## src/rtl/alu_ctrl_pkg.sv

```systemverilog
// rtl/alu_ctrl_pkg.sv - shared constants and state type for the ALU control sequencer
package alu_ctrl_pkg;

  localparam logic [3:0] FUNC_ADD  = 4'd0;
  localparam logic [3:0] FUNC_SUB  = 4'd1;
  localparam logic [3:0] FUNC_AND  = 4'd2;
  localparam logic [3:0] FUNC_OR   = 4'd3;
  localparam logic [3:0] FUNC_XOR  = 4'd4;
  localparam logic [3:0] FUNC_NOR  = 4'd5;
  localparam logic [3:0] FUNC_SLT  = 4'd6;
  localparam logic [3:0] FUNC_SLTU = 4'd7;
  localparam logic [3:0] FUNC_MUL  = 4'd8;
  localparam logic [3:0] FUNC_MULH = 4'd9;

  localparam logic [1:0] ALUOP_RTYPE = 2'b00;
  localparam logic [1:0] ALUOP_SUB   = 2'b01;
  localparam logic [1:0] ALUOP_ADD   = 2'b10;

  typedef enum logic {IDLE, EXEC} state_t;

endpackage

```

## src/rtl/alu_ctrl_decode.sv

```systemverilog
// rtl/alu_ctrl_decode.sv - combinational decode of {alu_op, opcode} to func/multi/illegal
module alu_ctrl_decode
  import alu_ctrl_pkg::*;
#(
  parameter int OPCODE_W = 4,
  parameter int ALUOP_W  = 2,
  parameter int FUNC_W   = 4
) (
  input  logic [ALUOP_W-1:0]  alu_op,
  input  logic [OPCODE_W-1:0] opcode,
  output logic [FUNC_W-1:0]   func,
  output logic                multi,
  output logic                illegal
);

  always_comb begin
    func    = '0;
    multi   = 1'b0;
    illegal = 1'b0;
    // alu_op bits above the low two are reserved and must be zero
    if ((alu_op >> 2) != '0) begin
      illegal = 1'b1;
    end else begin
      case (alu_op[1:0])
        ALUOP_ADD: func = FUNC_W'(FUNC_ADD);
        ALUOP_SUB: func = FUNC_W'(FUNC_SUB);
        ALUOP_RTYPE: begin
          if (opcode >= OPCODE_W'(2) && opcode <= OPCODE_W'(9)) begin
            func = FUNC_W'(opcode[3:0] - 4'd2);
          end else if (opcode == OPCODE_W'(10)) begin
            func  = FUNC_W'(FUNC_MUL);
            multi = 1'b1;
          end else if (opcode == OPCODE_W'(11)) begin
            func  = FUNC_W'(FUNC_MULH);
            multi = 1'b1;
          end else begin
            illegal = 1'b1;
          end
        end
        default: illegal = 1'b1;
      endcase
    end
  end

endmodule

```

## src/rtl/alu_ctrl_seq.sv

```systemverilog
// rtl/alu_ctrl_seq.sv - registered ALU control with valid/ready front end and multi-cycle sequencer
module alu_ctrl_seq
  import alu_ctrl_pkg::*;
#(
  parameter int OPCODE_W  = 4,
  parameter int ALUOP_W   = 2,
  parameter int FUNC_W    = 4,
  parameter int MC_CYCLES = 4
) (
  input  logic                clk,
  input  logic                rst,
  input  logic                flush,
  input  logic                in_valid,
  output logic                in_ready,
  input  logic [ALUOP_W-1:0]  alu_op,
  input  logic [OPCODE_W-1:0] opcode,
  output logic                out_valid,
  output logic [FUNC_W-1:0]   alu_func,
  output logic                alu_start,
  output logic                busy,
  output logic                illegal
);

  localparam int CNT_W = $clog2(MC_CYCLES);

  state_t             state, state_d;
  logic [CNT_W-1:0]   cnt, cnt_d;
  logic [FUNC_W-1:0]  func_d;
  logic               illegal_d, out_valid_d, alu_start_d;
  logic [FUNC_W-1:0]  dec_func;
  logic               dec_multi, dec_illegal;
  logic               accept;

  alu_ctrl_decode #(
    .OPCODE_W(OPCODE_W),
    .ALUOP_W (ALUOP_W),
    .FUNC_W  (FUNC_W)
  ) u_decode (
    .alu_op (alu_op),
    .opcode (opcode),
    .func   (dec_func),
    .multi  (dec_multi),
    .illegal(dec_illegal)
  );

  // The final EXEC cycle (cnt==0) can already accept the next op
  assign in_ready = !rst && !flush && (state == IDLE || cnt == '0);
  assign busy     = (state == EXEC);
  assign accept   = in_valid && in_ready;

  always_comb begin
    state_d     = state;
    cnt_d       = cnt;
    func_d      = alu_func;
    illegal_d   = illegal;
    out_valid_d = 1'b0;
    alu_start_d = 1'b0;

    if (state == EXEC) begin
      if (cnt != '0) cnt_d = cnt - CNT_W'(1);
      // registered out_valid lands in the cnt==0 cycle
      if (cnt == CNT_W'(1)) out_valid_d = 1'b1;
      if (cnt == '0) state_d = IDLE;
    end

    if (accept) begin
      func_d    = dec_func;
      illegal_d = dec_illegal;
      if (dec_multi) begin
        state_d     = EXEC;
        cnt_d       = CNT_W'(MC_CYCLES - 1);
        alu_start_d = 1'b1;
      end else begin
        out_valid_d = 1'b1;
      end
    end

    if (flush) begin
      state_d     = IDLE;
      cnt_d       = '0;
      out_valid_d = 1'b0;
      alu_start_d = 1'b0;
    end
  end

  always_ff @(posedge clk) begin
    if (rst) begin
      state     <= IDLE;
      cnt       <= '0;
      alu_func  <= '0;
      illegal   <= 1'b0;
      out_valid <= 1'b0;
      alu_start <= 1'b0;
    end else begin
      state     <= state_d;
      cnt       <= cnt_d;
      alu_func  <= func_d;
      illegal   <= illegal_d;
      out_valid <= out_valid_d;
      alu_start <= alu_start_d;
    end
  end

endmodule

```

## config.mk

```make
export PLATFORM = sky130hd
export DESIGN_NAME = alu_ctrl_seq
export DESIGN_NICKNAME = d
export VERILOG_FILES = /design/src/rtl/alu_ctrl_pkg.sv /design/src/rtl/alu_ctrl_decode.sv /design/src/rtl/alu_ctrl_seq.sv
export SDC_FILE = /design/constraint.sdc
export NUM_CORES = 1
export LEC_CHECK = 0
export ABC_AREA = 1
export CAP_MARGIN = 20
export CORE_AREA = 4 4 41 43
export CTS_BUF_LIST = sky130_fd_sc_hd__clkbuf_4
export CTS_CLUSTER_DIAMETER = 50
export DETAILED_ROUTE_END_ITERATION = 8
export DIE_AREA = 0 0 45 47
export PLACE_DENSITY_LB_ADDON = 0.08
export SYNTH_ARGS = -nofsm -noshare
export SYNTH_HDL_FRONTEND = slang
export SYNTH_SLANG_ARGS = --single-unit
```

## constraint.sdc

```tcl
create_clock -name clk -period 1.5 [get_ports clk]
set_input_delay 0.3 -clock clk [delete_from_list [all_inputs] [get_ports clk]]
set_output_delay 0.3 -clock clk [all_outputs]
set_load 0.005 [all_outputs]
```

==> impl_metrics.json, run 1 <==
{
  "grt_overflow": 0,
  "final_cell_mix": "nand2_1 (20), inv_1 (18), clkdlybuf4s50_1 (15), buf_4 (14), dfxtp_1 (9)",
  "power_frac_comb": 0.236,
  "slew_headroom": 0.800,
  "endpoint_kind": "primary output",
  "rsz0062_at_grt": "no",
  "synth_top_family_by_area": "simple AND/OR/NAND/NOR gates",
  "dp.cells": 131,
  "ir_drop_uv": 507,
  "wl_per_cell_um": 9.09,
  "dp_hpwl_um": 957,
  "seqPwrFrac": 0.467,
  "synth.area.top_cells": "dfxtp_1 (34%), nand2_1 (14%), inv_1 (12%)",
  "path_clk_slew_ns": 0.06,
  "numCtsBuffers": 3,
  "synthSimpleGateAreaFrac": 0.317,
  "p_int_uw": 445,
  "path_max_fanout": 6,
  "ys_types": 15,
  "slew_violations": 0,
  "min_period_ns": 1.44,
  "track_usage": 0.140,
  "synth_compound_area_frac": 0.110,
  "initial_utilization": 0.446,
  "final.setup.tns_ns": 0,
  "swShare": 0.247,
  "finalWirelength_um": 1250,
  "synth_top_area_share": 0.345,
  "final_antenna_net_count": 0,
  "hold_slack_ns": 0.443,
  "yosys.area.top_type": "dfxtp_1",
  "grt_pass1_vias": 527,
  "first_iter_violations": 11,
  "hold_violations": 0,
  "core_area_mm2": 0.00130,
  "finalSetupViolations": 0,
  "finalInstanceArea_um2": 936,
  "clkPwrFrac": 0.297,
  "cts_tree": "built",
  "path_class": "reg2out",
  "antenna_found_initial": 0,
  "cts_buffer_depth": 2,
  "tightest_slew_ns": 0.297,
  "synth_area_um2": 581,
  "numPortBuffers": 18,
  "synth_seq_cells": 10,
  "p_sw_uw": 146,
  "fin_nets": 137,
  "placed_area_um2": 866,
  "synth_fa_ha_area_frac": 0.0647,
  "utilization": 0.719,
  "crit_required_ns": 1.20,
  "fmax_mhz": 694,
  "syn_area_per_cell_um2": 6.75,
  "h-tree-depth": 1,
  "period_share": 0.960,
  "crit_arrival_ns": 1.14,
  "synth-xor-area-share": 0.0151,
  "fp-row-count": 13,
  "crit_chain": "clkdlybuf4s50_1",
  "worstHoldPathType": "in2reg",
  "synthMuxAreaShare": 0,
  "antennaDiodeCount": 0,
  "final_common_cell": "nand2_1",
  "synth_seq_area_share": 0.345,
  "syn_inst": 86,
  "via_count": 614,
  "critPathTopFamily": "buffers and inverters",
  "die_x_um": 45,
  "slowest_stage": "clkdlybuf4s50_1",
  "cts_root_buffer": "clkbuf_4",
  "p_per_area_mw_per_mm2": 632,
  "viasPerCell": 4.48,
  "clkSinkCount": 10,
  "dr.pass1.iters": 5,
  "crit_path_max_incr_delay_ns": 0.51,
  "drv_cap": 0,
  "cp-start-kind": "flop",
  "drive_above_1_share": 0.270,
  "die_h_um": 47,
  "status": "completed",
  "clock-skew-final_ns": 0.00319,
  "grt_pass1_wl_um": 2130,
  "area_delta_synth_final_pct": 61.2,
  "insertion_delay_ns": 0.26,
  "die-area_mm2": 0.00212,
  "crit_buf_inv": 1,
  "leakage_nw": 0.462,
  "gp_congestion": 0.703,
  "drcViolationCount": 0,
  "synth.net_count": 99,
  "ys_warn_count": 0,
  "io_pins": 19,
  "grt_max_degree": 7,
  "finalNonFillerCells": 137
}
==> synthesized netlist by cell type (all sizes together) <==
| cell | number |
|---|---|
| a21oi | 7 |
| buf | 1 |
| dfxtp | 10 |
| ha | 3 |
| inv | 20 |
| nand2 | 21 |
| nand3 | 6 |
| nor2 | 11 |
| o21ai | 5 |
| or2 | 1 |
| xnor2 | 1 |
==> path summary, 6_finish.rpt <==
path	end	start	slack, ns	depth (start not counted)
min reg2reg	illegal	illegal	0.48	2
min	illegal	rst	0.44	3
max	busy	busy	0.06	1
max reg2reg	busy	cnt[1]	0.27	5
==> power groups by stage <==
stage	Sequential, mW	Clock (mW)	Combinational, mW
final	0.276	0.176	0.140
after global placement	0.282	0	0.129
after detailed placement	0.282	0	0.131
after global routing	0.277	0.195	0.157
after CTS	0.276	0.181	0.140
after floorplan	0.283	0	0.0566
==> timing repair <==
item,CTS,global route
pin swaps,5,3
cloned,0,0
setup endpoints to repair,2,11
resized for setup,9,5
setup buffers,4,0
hold buffers,0,0
==> worst register-to-register path: stages, from the launching register on <==
cell     delay [ns]
dfxtp_1        0.34
o21ai_2        0.17
buf_4          0.14
nand3_4        0.11
or2_4          0.29
a21oi_1        0.12
==> metal layers <==
metal,part of all wire,vias to the layer above,track usage,routed length (µm)
met5,0,-,0,0
met1,0.45,262,0.171,558
met2,0.47,18,0.215,584
met4,0,0,0.0351,0
met3,0.081,0,0.0805,101
li1,-,334,-,-
==> cells by family (layout without fill, tap and decap cells) <==
family / Yosys count / in the layout
buffers and inverters: 21 / 57
XOR/XNOR: 1 / 1
adder cells (fa/ha/maj): 3 / 3
flip-flops: 10 / 10
AO/OA/AOI/OAI: 12 / 12
AND/OR/NAND/NOR: 39 / 39
==> state kept, by name, indices dropped and copies added, names as in the netlist <==
| signal | cells |
|---|---|
| out_valid | 1 |
| alu_start | 1 |
| alu_func | 4 |
| cnt | 2 |
| illegal | 1 |
| busy | 1 |
==> area by class of cell <==
type                    count  area [µm²]
clock buffers               3        22.5
fillers                   117         365
inverters                  20        75.1
multi-input cells          55         314
flip-flops and latches     10         201
well taps                  15        18.8
repair buffers             34         304
==> stage by stage <==
stage / setup WS [ns] / power [mW]
CTS: 0.00329 / 0.597
global placement: -0.299 / 0.410
global route: 0.0196 / 0.629
floorplan: 0.379 / 0.339
detailed placement: -0.325 / 0.413
finish: 0.0595 / 0.591
(Power assumes the default switching activity.)
==> run 2, diff against run 1 <==
--- a/config.mk
+++ b/config.mk
@@ -7,11 +7,11 @@
 export LEC_CHECK = 0
 export ABC_AREA = 1
 export CAP_MARGIN = 20
-export CORE_AREA = 4 4 41 43
+export CORE_AREA = 5 5 42 44
 export CTS_BUF_LIST = sky130_fd_sc_hd__clkbuf_4
 export CTS_CLUSTER_DIAMETER = 50
 export DETAILED_ROUTE_END_ITERATION = 8
-export DIE_AREA = 0 0 45 47
+export DIE_AREA = 0 0 47 49
 export PLACE_DENSITY_LB_ADDON = 0.08
 export SYNTH_ARGS = -nofsm -noshare
 export SYNTH_HDL_FRONTEND = slang
==> run 2 against run 1 <==
Net effect:
- via count is 0.81% lower
- fmax rose by 1.0%
- combinational power fell by 3%
- register-to-register slack hardly changed
- flip-flop and latch count unchanged
- hold slack got worse by 0.011 ns
- global-route usage fell by 1.5 points
- clock-buffer cell count stayed put
- critical path type unchanged
- largest cell class unchanged
- largest power group unchanged
- highest routed layer is now met4
==> impl_metrics.json, run 2 (same netlist as run 1, synthesis figures left out) <==
{
  "status": "completed",
  "top_usage_layer": "met2",
  "use_met2": 0.233,
  "h-tree-depth": 1,
  "cts_root_buffer": "clkbuf_4",
  "r2r_cells": 5,
  "slew_violations": 0,
  "dp_hpwl_um": 998,
  "reg_top3": "alu_func: 4 flops, cnt: 2 flops",
  "via_count": 609,
  "cts_buffer_depth": 2,
  "ctsHoldBuffers": 0,
  "slowest_stage": "clkdlybuf4s50_1",
  "gp_congestion": 0.724,
  "rrSetupSlack_ns": 0.26,
  "clkSinkCount": 10,
  "cp-start-kind": "flop",
  "grt_max_degree": 8,
  "final_antenna_net_count": 0,
  "top_register": "alu_func",
  "path_class": "reg2out",
  "insertion_delay_ns": 0.26,
  "crit_arrival_ns": 1.13,
  "numCtsBuffers": 3,
  "grt_overflow": 0,
  "leakage_nw": 0.451,
  "fmax_mhz": 701,
  "die_x_um": 47,
  "grt_pass1_vias": 545,
  "final_common_cell": "nand2_1",
  "fin_nets": 136,
  "period_share": 0.951,
  "finalWirelength_um": 1220,
  "cts_tree": "built",
  "drv_cap": 0,
  "crit_chain": "clkdlybuf4s50_1",
  "worstHoldPathType": "in2reg",
  "antennaDiodeCount": 0,
  "fp-row-count": 14,
  "final_cell_mix": "nand2_1 (20), inv_1 (19), clkdlybuf4s50_1 (16), buf_4 (14), dfxtp_1 (9)",
  "gr-usage-met3": 0.0111,
  "p_per_area_mw_per_mm2": 645,
  "cp_num_cells": 1,
  "tightest_slew_ns": 0.303,
  "utilization": 0.666,
  "hold_violations": 0,
  "slew_headroom": 0.796,
  "critPathTopFamily": "buffers and inverters",
  "worstHoldPathCells": 3,
  "rsz0062_at_grt": "no",
  "core_area_mm2": 0.00140,
  "largest_register_ffs": 4,
  "ir_drop_uv": 310,
  "viasPerCell": 4.41,
  "drcViolationCount": 0,
  "die-area_mm2": 0.00230,
  "track_usage": 0.125,
  "io_pins": 19,
  "first_iter_violations": 4,
  "path_max_fanout": 6,
  "drive_above_1_share": 0.262,
  "die_h_um": 49,
  "numPortBuffers": 18,
  "nFillCells": 134,
  "crit_required_ns": 1.20,
  "min_period_ns": 1.43,
  "path_clk_slew_ns": 0.07,
  "antenna_found_initial": 0,
  "initial_utilization": 0.414,
  "grt_pass1_wl_um": 2100,
  "crit_buf_inv": 1,
  "gr-usage-met1": 0.119,
  "area_delta_synth_final_pct": 60.8,
  "clock-skew-final_ns": 0.00343,
  "dr.pass1.iters": 4,
  "p_total_uw": 602,
  "finalNonFillerCells": 138,
  "dp.cells": 132,
  "wl_per_cell_um": 8.80,
  "endpoint_kind": "primary output",
  "finalSetupViolations": 0,
  "crit_path_max_incr_delay_ns": 0.50
}
## run 2: worst paths after layout
check                from       to
setup / recovery     busy     busy
hold / removal        rst  illegal
setup reg to reg   cnt[1]   cnt[1]
hold reg to reg   illegal  illegal
## run 2: through the flow
stage / hold slack [ns] / instance area [µm²] / setup TNS, ns / worst slack, ns
after floorplan: 0.369 / 581 / 0 / 0.379
after global placement: 0.446 / 867 / -1.03 / -0.291
after detailed placement: 0.450 / 867 / -1.32 / -0.335
after CTS: 0.428 / 935 / 0 / 0.00101
after global routing: 0.444 / 933 / 0 / 0.0206
final: 0.432 / 933 / 0 / 0.0738
## run 2: layout make-up
class / count / area, µm² / share of cell area
inverters: 20 / 75.1 / 0.0804
multi-input cells: 55 / 318 / 0.340
well taps: 16 / 20.0 / 0.0214
clock buffers: 3 / 22.5 / 0.0241
flip-flops and latches: 10 / 204 / 0.218
clock inverters: 1 / 3.75 / 0.00402
repair buffers: 33 / 290 / 0.311
## run 2: where the power goes
part	total [mW]	internal (mW)	leakage, nW	switching [mW]
clock network	0.192	0.0961	0.0154	0.0963
logic	0.136	0.0773	0.353	0.0584
registers	0.274	0.271	0.0819	0.00316
total	0.602	0.444	0.451	0.158
## run 2: tightest hold or removal path, stage by stage
cell	delay, ns
dlygate4sd2_1	0.21
buf_4	0.11
a21oi_1	0.03
## run 2: timing repair
item                                    CTS  global route
gates resized for setup                   9             5
pin swaps                                 4             5
cloned                                    0             0
endpoints found under the setup margin    2            11
setup buffers                             4             1
## run 2: layer usage
| metal | vias to the layer above | part of all wire | wire [µm] |
|---|---|---|---|
| li1 | 336 | - | - |
| met2 | 13 | 0.53 | 649 |
| met4 | 0 | 0.026 | 31 |
| met1 | 256 | 0.38 | 466 |
| met5 | - | 0 | 0 |
| met3 | 4 | 0.056 | 68 |
